### src/rtl/az10_pkg.sv
// Shared definitions for the stack arbiter: FSM states, stack op encoding
// and the round-robin selection helpers.
package az10_pkg;

    typedef enum logic [1:0] {
        ST_IDLE   = 2'd0,
        ST_ACCESS = 2'd1,
        ST_RESP   = 2'd2
    } state_t;

    typedef enum logic {
        OP_PUSH = 1'b0,
        OP_POP  = 1'b1
    } op_t;

    // First requester with req high, searching upward from rr and wrapping.
    function automatic logic [1:0] rr_pick(input logic [2:0] req, input logic [1:0] rr);
        logic [1:0] o0;
        logic [1:0] o1;
        logic [1:0] o2;
        case (rr)
            2'd1:    begin o0 = 2'd1; o1 = 2'd2; o2 = 2'd0; end
            2'd2:    begin o0 = 2'd2; o1 = 2'd0; o2 = 2'd1; end
            default: begin o0 = 2'd0; o1 = 2'd1; o2 = 2'd2; end
        endcase
        if (req[o0]) begin
            rr_pick = o0;
        end else if (req[o1]) begin
            rr_pick = o1;
        end else begin
            rr_pick = o2;
        end
    endfunction

    function automatic logic [1:0] rr_next(input logic [1:0] k);
        if (k == 2'd2) begin
            rr_next = 2'd0;
        end else begin
            rr_next = k + 2'd1;
        end
    endfunction

endpackage

### src/rtl/stk_arbiter_mem.sv
// Stack storage: one synchronous write port, one asynchronous read port.
// Contents are intentionally not reset.
module stk_mem #(
    parameter int DATA_LEN  = 8,
    parameter int STK_DEPTH = 16,
    parameter int AW        = $clog2(STK_DEPTH)
) (
    input  logic                clk,
    input  logic                we,
    input  logic [AW-1:0]       waddr,
    input  logic [DATA_LEN-1:0] wdata,
    input  logic [AW-1:0]       raddr,
    output logic [DATA_LEN-1:0] rdata
);

    logic [DATA_LEN-1:0] mem_r [STK_DEPTH];

    // Write port
    always_ff @(posedge clk) begin
        if (we) begin
            mem_r[waddr] <= wdata;
        end
    end

    assign rdata = mem_r[raddr];

endmodule

### src/rtl/stk_arbiter.sv
// Three-requester round-robin arbiter in front of a push/pop stack.
// Each granted access takes IDLE -> ACCESS -> RESP, one access per 3 cycles.
module stk_arbiter
    import az10_pkg::*;
#(
    parameter int DATA_LEN  = 8,
    parameter int STK_DEPTH = 16,
    parameter int N_REQ     = 3
) (
    input  logic                         clk,
    input  logic                         rstn,
    input  logic                         clr,
    input  logic [N_REQ-1:0]             req,
    input  logic [N_REQ-1:0]             op,
    input  logic [N_REQ*DATA_LEN-1:0]    wdata,
    output logic [N_REQ-1:0]             gnt,
    output logic [N_REQ-1:0]             done,
    output logic                         err,
    output logic [DATA_LEN-1:0]          rdata,
    output logic [$clog2(STK_DEPTH):0]   sp,
    output logic                         full,
    output logic                         empty
);

    localparam int AW  = $clog2(STK_DEPTH);
    localparam int SPW = AW + 1;

    state_t              state_r;
    state_t              state_nxt_s;
    logic [1:0]          rr_r;
    logic [1:0]          sel_r;
    logic [1:0]          pick_s;
    op_t                 op_r;
    logic [DATA_LEN-1:0] wdata_r;
    logic [DATA_LEN-1:0] mem_rdata_s;
    logic [DATA_LEN-1:0] rdata_r;
    logic [DATA_LEN-1:0] rdata_nxt_s;
    logic [SPW-1:0]      sp_r;
    logic [SPW-1:0]      sp_nxt_s;
    logic [N_REQ-1:0]    gnt_r;
    logic [N_REQ-1:0]    done_r;
    logic [N_REQ-1:0]    gnt_nxt_s;
    logic [N_REQ-1:0]    done_nxt_s;
    logic                err_r;
    logic                err_nxt_s;
    logic                start_s;
    logic                full_s;
    logic                empty_s;
    logic                push_ok_s;
    logic                pop_ok_s;
    logic [AW-1:0]       waddr_s;
    logic [AW-1:0]       raddr_s;

    assign full_s  = (sp_r == SPW'(STK_DEPTH));
    assign empty_s = (sp_r == {SPW{1'b0}});
    assign pick_s  = rr_pick(req, rr_r);
    assign waddr_s = AW'(sp_r);
    assign raddr_s = AW'(sp_r - SPW'(1));

    stk_mem #(
        .DATA_LEN  (DATA_LEN),
        .STK_DEPTH (STK_DEPTH),
        .AW        (AW)
    ) u_mem (
        .clk   (clk),
        .we    (push_ok_s),
        .waddr (waddr_s),
        .wdata (wdata_r),
        .raddr (raddr_s),
        .rdata (mem_rdata_s)
    );

    // FSM state register
    always_ff @(posedge clk or negedge rstn) begin
        if (!rstn) begin
            state_r <= ST_IDLE;
        end else begin
            state_r <= state_nxt_s;
        end
    end

    // FSM next-state logic; clr in IDLE blocks arbitration for that cycle
    always_comb begin
        state_nxt_s = ST_IDLE;
        start_s     = 1'b0;
        case (state_r)
            ST_IDLE: begin
                if ((|req) && !clr) begin
                    start_s     = 1'b1;
                    state_nxt_s = ST_ACCESS;
                end else begin
                    state_nxt_s = ST_IDLE;
                end
            end
            ST_ACCESS: state_nxt_s = ST_RESP;
            ST_RESP:   state_nxt_s = ST_IDLE;
            default:   state_nxt_s = ST_IDLE;
        endcase
    end

    // FSM output decode, registered below so gnt lands in ACCESS and done/err in RESP
    always_comb begin
        gnt_nxt_s  = {N_REQ{1'b0}};
        done_nxt_s = {N_REQ{1'b0}};
        err_nxt_s  = 1'b0;
        if (start_s) begin
            gnt_nxt_s[pick_s] = 1'b1;
        end else begin
            gnt_nxt_s = {N_REQ{1'b0}};
        end
        if (state_r == ST_ACCESS) begin
            done_nxt_s[sel_r] = 1'b1;
            err_nxt_s         = !push_ok_s && !pop_ok_s;
        end else begin
            done_nxt_s = {N_REQ{1'b0}};
            err_nxt_s  = 1'b0;
        end
    end

    // Stack datapath: legality checks, next stack pointer and pop result
    always_comb begin
        push_ok_s   = 1'b0;
        pop_ok_s    = 1'b0;
        sp_nxt_s    = sp_r;
        rdata_nxt_s = rdata_r;
        case (state_r)
            ST_IDLE: begin
                if (clr) begin
                    sp_nxt_s = {SPW{1'b0}};
                end else begin
                    sp_nxt_s = sp_r;
                end
            end
            ST_ACCESS: begin
                push_ok_s = (op_r == OP_PUSH) && !full_s;
                pop_ok_s  = (op_r == OP_POP) && !empty_s;
                if (push_ok_s) begin
                    sp_nxt_s = sp_r + SPW'(1);
                end else if (pop_ok_s) begin
                    sp_nxt_s = sp_r - SPW'(1);
                end else begin
                    sp_nxt_s = sp_r;
                end
                if (op_r == OP_POP) begin
                    rdata_nxt_s = pop_ok_s ? mem_rdata_s : {DATA_LEN{1'b0}};
                end else begin
                    rdata_nxt_s = rdata_r;
                end
            end
            default: begin
                sp_nxt_s    = sp_r;
                rdata_nxt_s = rdata_r;
            end
        endcase
    end

    // Latch the winning request and advance the round-robin pointer
    always_ff @(posedge clk or negedge rstn) begin
        if (!rstn) begin
            rr_r    <= 2'd0;
            sel_r   <= 2'd0;
            op_r    <= OP_PUSH;
            wdata_r <= {DATA_LEN{1'b0}};
        end else if (start_s) begin
            rr_r    <= rr_next(pick_s);
            sel_r   <= pick_s;
            op_r    <= op_t'(op[pick_s]);
            wdata_r <= wdata[int'(pick_s)*DATA_LEN +: DATA_LEN];
        end
    end

    // Stack pointer and registered outputs
    always_ff @(posedge clk or negedge rstn) begin
        if (!rstn) begin
            sp_r    <= {SPW{1'b0}};
            gnt_r   <= {N_REQ{1'b0}};
            done_r  <= {N_REQ{1'b0}};
            err_r   <= 1'b0;
            rdata_r <= {DATA_LEN{1'b0}};
        end else begin
            sp_r    <= sp_nxt_s;
            gnt_r   <= gnt_nxt_s;
            done_r  <= done_nxt_s;
            err_r   <= err_nxt_s;
            rdata_r <= rdata_nxt_s;
        end
    end

    assign gnt   = gnt_r;
    assign done  = done_r;
    assign err   = err_r;
    assign rdata = rdata_r;
    assign sp    = sp_r;
    assign full  = full_s;
    assign empty = empty_s;

endmodule

### config.mk
export PLATFORM = sky130hd
export DESIGN_NAME = stk_arbiter
export DESIGN_NICKNAME = d
export VERILOG_FILES = /design/src/rtl/az10_pkg.sv /design/src/rtl/stk_arbiter_mem.sv /design/src/rtl/stk_arbiter.sv
export SDC_FILE = /design/constraint.sdc
export NUM_CORES = 1
export LEC_CHECK = 0
export ABC_AREA = 1
export CAP_MARGIN = 5
export CORE_MARGIN = 1.5
export CORE_UTILIZATION = 55
export CTS_CLUSTER_DIAMETER = 30
export DETAILED_ROUTE_END_ITERATION = 6
export PLACE_DENSITY = 0.83
export SLEW_MARGIN = 20
export SYNTH_ARGS = -nofsm -noshare
export SYNTH_HDL_FRONTEND = slang
export SYNTH_SLANG_ARGS = --single-unit
### constraint.sdc
create_clock -name clk -period 6.6 [get_ports clk]
set_input_delay 1.32 -clock clk [delete_from_list [all_inputs] [get_ports clk]]
set_output_delay 1.32 -clock clk [all_outputs]
set_load 0.02 [all_outputs]
==> reports/metrics.cfg, run 1 <==
[outcome]
run_status=finished clean

[cells_and_area]
n_antenna_cell=0
syn_to_final_growth_pct=16.0
nNetsFinal=741
nFillCells=896
drive_gt1_share_pct=9.79

[clock_network]
ctsHoldBuffers=0
path_clk_slew_ns=0.06
cts_sinks=163
cts_tree=done
clkLatencyLatePin_ns=0.43
htreeDepth=4
post-cts-setup-buffers=0
cts-root-buf=clkbuf_16
clock_tree.buffer_depth=2
cts-resized-gates=0
cts_buffers=17

[sta]
max_freq_ghz=0.230
report.final.slew_viol_count=0
rsz0062_at_grt=false
finalSetupViolations=0
hold_viol=0
tightest_slew_ns=0.927
fin_skew_ns=0.00923
timing.final.crit_share_pct=66.0
tns_ns=0
finalCriticalPeriod_ns=4.36
setup_slack_ns=2.24
relSlewSlack_pct=38.2

[worst_setup_path]
r2r_cells=9
r2r_end=u_mem.mem_r[14][7]
reg2reg_slack_ns=3.08
reg2reg_from=sp[0]
cp-start-kind=flop
crit_path_end_kind=primary output
crit_fanout=67
critical_path_arrival_ns=3.04
path_class=reg2out
worstPathRequired_ns=5.28

[routing]
wl_mm=16.4
vias=5107
ant_nets=0
drt_pre_antenna_iters=6
via_per_inst=5.76
route.detailed.drc=0
drt_iter0_drc=579
wl_per_cell_um=18.5

[grt]
grt_pass1_wl_mm=24.8
antenna_found_initial=0
grt_max_degree=71
track_usage_pct=24.8
grt_pass1_vias=4854
grt-ovfl-total=0

[logic_synthesis]
syn_area_mm2=0.00716
netlist_top_cells_count=183 x nand2_1, 128 x edfxtp_1, 64 x a21oi_1
synthArstFlopShare_pct=21.5
yosysWarnings=0
ys_top_cells_by_area=edfxtp_1 54%, dfrtp_1 12%, nand2_1 9.6%
synth-main-ff-cell=edfxtp_1
ys_seq_area_share_pct=65.9
yosysMostFrequentCell=nand2_1
synthesis.instances=655
syn_nets=694
synth_seq_cells=163
yosysTopAreaCellShare_pct=53.7
synth_top_cell_by_area=edfxtp_1
yosysUniqueCellTypes=35
syn_area_per_cell_um2=10.9
synth_edf_count=128

[hold_path]
min_path_type=reg2reg
hold_depth=1
holdPathEnd=done[0]
holdCritStartpoint=sel_r[1]

[die]
die_w_um=117
fp.dieArea_mm2=0.0137
core_mm2=0.0127
die_h_um=117
io_pins=55
start_util_pct=56.5
rows=41

[power_and_ir_drop]
leakage_uw=0.00323
vdd_ir_drop_max_v=0.000277
p_per_area_mw_per_mm2=469

[place]
port_buffers=54
preCtsSetupSlack_ns=2.65
place_congestion=0.842
place_hpwl_mm=10.2

[job]
drv_cap=0

==> worst max-delay path by stage <==
stage | from | end | slack [ns] | depth (start not counted)
global route | sp[0] | full | 2.07 | 7
floorplan | sp[0] | full | 3.57 | 9
global placement | sp[0] | empty | 2.73 | 7
detailed placement | sp[0] | full | 2.65 | 7
CTS | sp[0] | full | 2.19 | 7
finish | sp[0] | full | 2.24 | 7
==> kinds of logic after synthesis <==
| family | Yosys count | synth area share [%] |
|---|---|---|
| AND/OR/NAND/NOR | 285 | 17.2 |
| flip-flops | 163 | 65.9 |
| AO/OA/AOI/OAI | 122 | 9.75 |
| buffers and inverters | 75 | 5.08 |
| adder cells (fa/ha/maj) | 6 | 1.05 |
| XOR/XNOR | 4 | 1.01 |
==> worst max-delay path: stages (launching register included) <==
cell and delay (ns):
dfrtp_2 0.38, clkinv_2 0.69, ha_1 0.65, nand2_2 0.14, nor2_4 0.04, nand2_2 0.11
inv_1 0.05, clkdlybuf4s50_1 0.53
==> final cells by class <==
| cell class | instances | area [um^2] | area share (%) |
|---|---|---|---|
| Sequential cell | 163 | 4720 | 56.8 |
| Clock inverter | 15 | 131 | 1.58 |
| Tap cell | 172 | 215 | 2.59 |
| Clock buffer | 17 | 425 | 5.12 |
| Timing Repair Buffer | 57 | 563 | 6.78 |
| Multi-Input combinational cell | 417 | 2080 | 25.0 |
| Inverter | 46 | 176 | 2.12 |
==> cells in the final DEF (no fill, tap or decap), types with 6 or more instances in the layout <==
| master | synthesis | layout |
|---|---|---|
| clkbuf_16 | 0 | 17 |
| clkdlybuf4s50_1 | 0 | 54 |
| nand3_1 | 39 | 39 |
| a22oi_1 | 16 | 16 |
| nor2_1 | 38 | 38 |
| clkinvlp_4 | 0 | 6 |
| inv_1 | 34 | 34 |
| nand2_1 | 183 | 183 |
| edfxtp_1 | 128 | 128 |
| a21oi_1 | 64 | 64 |
| dfrtp_1 | 35 | 34 |
| o21ai_1 | 24 | 24 |
| nand2_2 | 7 | 7 |
| inv_2 | 11 | 10 |
| ha_1 | 6 | 6 |
==> state kept, by name, indices dropped and copies added (netlist names) <==
signal and count:
done 3, err 1, gnt 3, op_r 1, rdata 8, rr_r 2, sel_r 2, sp 5
state_r 2, u_mem.mem_r 128, wdata_r 8
==> per-layer routing <==
| layer | vias up | part of all wire [%] | GRT usage, % |
|---|---|---|---|
| met4 | 0 | 3.0 | 10.8 |
| met3 | 40 | 8.5 | 6.08 |
| met1 | 2433 | 40 | 31.4 |
| met2 | 280 | 49 | 40.9 |
| li1 | 2354 | - | - |
| met5 | - | 0 | 0 |
==> metrics by stage <==
stage	instances	hold WS [ns]	instance area [um^2]	power, uW	util [%]
after global placement	855	0.429	7750	2880	61.2
after CTS	887	0.473	8310	3870	65.6
after global routing	887	0.512	8310	4090	65.6
after detailed placement	855	0.452	7750	2950	61.2
final	887	0.472	8310	3900	65.6
after floorplan	655	0.412	7160	2530	-
==> where the power goes <==
group / switching (uW) / internal [uW]
logic: 988 / 478
registers: 191 / 1320
clock network: 399 / 519
total: 1580 / 2320
Power figures use the tool's default switching activity.
==> run 2, diff against run 1 <==
- CORE_UTILIZATION: 55 -> 53
- clock period: 6.6 -> 3.6 ns (I/O delays scaled with it)
==> run 2 against run 1 <==
Via count shrank 0.65%. Clock power is 77% higher. Cell count increased by 0.68%. Sequential share of layout area hardly changed. Non-clock buffer count up 2. Count of clock-buffer cells in the layout grew 1. Global-route usage shrank 0.58 points. Largest power group unchanged.
==> reports/metrics.cfg, run 2 (synthesis gave the netlist of run 1 again) <==
[power_and_ir_drop]
pwr-share-seq_pct=38.9  ; about the same
pwr-share-comb_pct=38.2  ; +0.6 points
p_sw_share_pct=40.8  ; +0.30 points
switching_power_uw=2890  ; +83%
power_uw=7090  ; +82%
p_per_area_mw_per_mm2=854  ; +82%
p_int_uw=4200  ; +81%
vdd_ir_drop_max_v=0.000622  ; +120%
leakage_uw=0.00325  ; +0.42%
clockPowerShare_pct=23.0  ; -0.6 points

[cells_and_area]
mostFrequentLayoutCells=183 x nand2_1, 128 x edfxtp_1, 64 x a21oi_1
final_area_mm2=0.00830  ; about the same
nNetsFinal=743  ; +0.27%
regArea_mm2=0.00472  ; unchanged
largest_register_ffs=128  ; unchanged
syn_to_final_growth_pct=16.0  ; about the same
n_antenna_cell=0  ; unchanged
final_util_pct=63.0  ; -2.6 points
drive_gt1_share_pct=10.2  ; +0.39 points
multi_input_area_mm2=0.00208  ; unchanged
nFillCells=988  ; +10%
final_common_cell=nand2_1
regMostFlops=u_mem.mem_r

[clock_network]
clock_tree.buffer_depth=2  ; unchanged
post-cts-setup-buffers=0  ; unchanged
cts_tree=done
clkLatencyLatePin_ns=0.42  ; about the same
cts_sinks=163  ; unchanged
cts-root-buf=clkbuf_16
cts_buffers=17  ; unchanged
htreeDepth=4  ; unchanged
cts-resized-gates=0  ; unchanged
path_clk_slew_ns=0.07  ; about the same
ctsHoldBuffers=0  ; unchanged

[sta]
tightest_slew_ns=0.945  ; +0.0174 ns
rsz0062_at_grt=false
report.final.slew_viol_count=0  ; unchanged
finalSetupViolations=0  ; unchanged
hold_ws_ns=0.462  ; -0.00962 ns
finalCriticalPeriod_ns=3.04
timing.final.crit_share_pct=84.4
max_freq_ghz=0.329
tns_ns=0  ; unchanged
fin_skew_ns=0.0134  ; +0.00420 ns
relSlewSlack_pct=36.8  ; -1.4 points
hold_viol=0  ; unchanged

[die]
die_h_um=119  ; +1.8%
start_util_pct=54.3  ; -2.2 points
io_pins=55  ; unchanged
rows=42  ; +2.4%
die_w_um=119  ; +1.8%
fp.dieArea_mm2=0.0142  ; +3.7%
core_mm2=0.0132  ; +4.1%

[hold_path]
hold_depth=1  ; unchanged
min_path_type=reg2reg
holdPathEnd=done[0]
holdCritStartpoint=sel_r[1]

[place]
place_congestion=0.887  ; +5.4%
place_hpwl_mm=10.5  ; +2.6%
dpl_cell_area_mm2=0.00777  ; +0.26%
port_buffers=54  ; unchanged

[routing]
drt_pre_antenna_iters=5  ; -1
wl_per_cell_um=18.1  ; -2.1%
ant_nets=0  ; unchanged
drt_iter0_drc=612  ; +5.7%
wl_mm=16.2  ; -1.4%
via_per_inst=5.68  ; -1.3%
route.detailed.drc=0  ; unchanged
vias=5074  ; -0.65%

[worst_setup_path]
worstPathRequired_ns=2.88  ; -2.40 ns
critical_path_arrival_ns=2.32  ; -0.72 ns
path_cells=inv_1 > ha_1 > nand2_2 > nor2_4 > nand2_1 > inv_1 > clkdlybuf4s50_1
reg2reg_slack_ns=0.76  ; -2.32 ns
crit_fanout=6  ; -91%
crit_path_end_kind=primary output
r2r_cells=9  ; unchanged
reg2reg_from=sp[1]
critPathMaxStageDelay_ns=0.59  ; -0.10 ns
path_class=reg2out
r2r_end=rdata[5]
slowest_stage=clkdlybuf4s50_1
cp-start-kind=flop
path_common_cell=inv_1

[grt]
grt_max_degree=71  ; unchanged
grt_pass1_vias=5060  ; +4.2%
antenna_found_initial=0  ; unchanged
track_usage_pct=24.2  ; -0.58 points
grt_pass1_wl_mm=26.2  ; +5.5%
grt-ovfl-total=0  ; unchanged

[job]
drv_cap=0  ; unchanged

[outcome]
run_status=finished clean

[run 2: cell types whose count changed in the layout (fill, tap and decap cells not counted), sizes merged]
| cell | before | now |
|---|---|---|
| clkinvlp | 6 | 3 |
| inv | 49 | 52 |
| clkbuf | 17 | 18 |
| buf | 3 | 5 |
| bufinv | 1 | 0 |
[run 2: through the flow]
step,cells,setup slack (ns)
2_1_floorplan,655,0.994
3_3_place_gp,861,0.998
3_5_place_dp,861,0.870
4_1_cts,893,0.559
5_1_grt,893,0.450
6_report,893,0.560
[run 2: worst max path at each step]
| stage | startpoint | to | slack (ns) | depth (start not counted) |
|---|---|---|---|---|
| 6_report | sp[1] | empty | 0.56 | 7 |
| 3_5_place_dp | clr | wdata_r[3] | 0.87 | 7 |
| 4_1_cts | sp[1] | empty | 0.56 | 7 |
| 2_1_floorplan | sp[0] | u_mem.mem_r[1][0] | 0.99 | 12 |
| 5_1_grt | sp[1] | empty | 0.45 | 7 |
| 3_3_place_gp | clr | wdata_r[4] | 1.0 | 7 |
[run 2: power by group through the flow]
stage          combinational (uW)  clock (uW)  sequential, uW
6_report                     2710        1630            2750
5_1_grt                      2970        1710            2790
4_1_cts                      2670        1640            2750
3_5_place_dp                 2650           0            2790
3_3_place_gp                 2540           0            2760
2_1_floorplan                1920           0            2720
[run 2: critical path: cells and delay by family, from the launching register on]
family | cells | cell delay [ns]
adder cells (fa/ha/maj) | 1 | 0.31
buffers and inverters | 3 | 0.80
flip-flops | 1 | 0.45
AND/OR/NAND/NOR | 3 | 0.34
[run 2: layout make-up]
cell class	instances	share of cell area (%)
clock buffers	18	5.17
clock inverters	14	1.25
inverters	46	2.11
multi-input cells	417	25.0
flip-flops and latches	163	56.8
well taps	176	2.65
repair buffers	59	6.96
[run 2: layer usage]
layer / part of all wire [%] / wire (um) / global-route usage (%)
met1: 39 / 6310 / 30.5
met2: 50 / 8130 / 40.0
met3: 8.0 / 1290 / 6.51
met4: 2.7 / 437 / 9.64
met5: 0 / 0 / 0
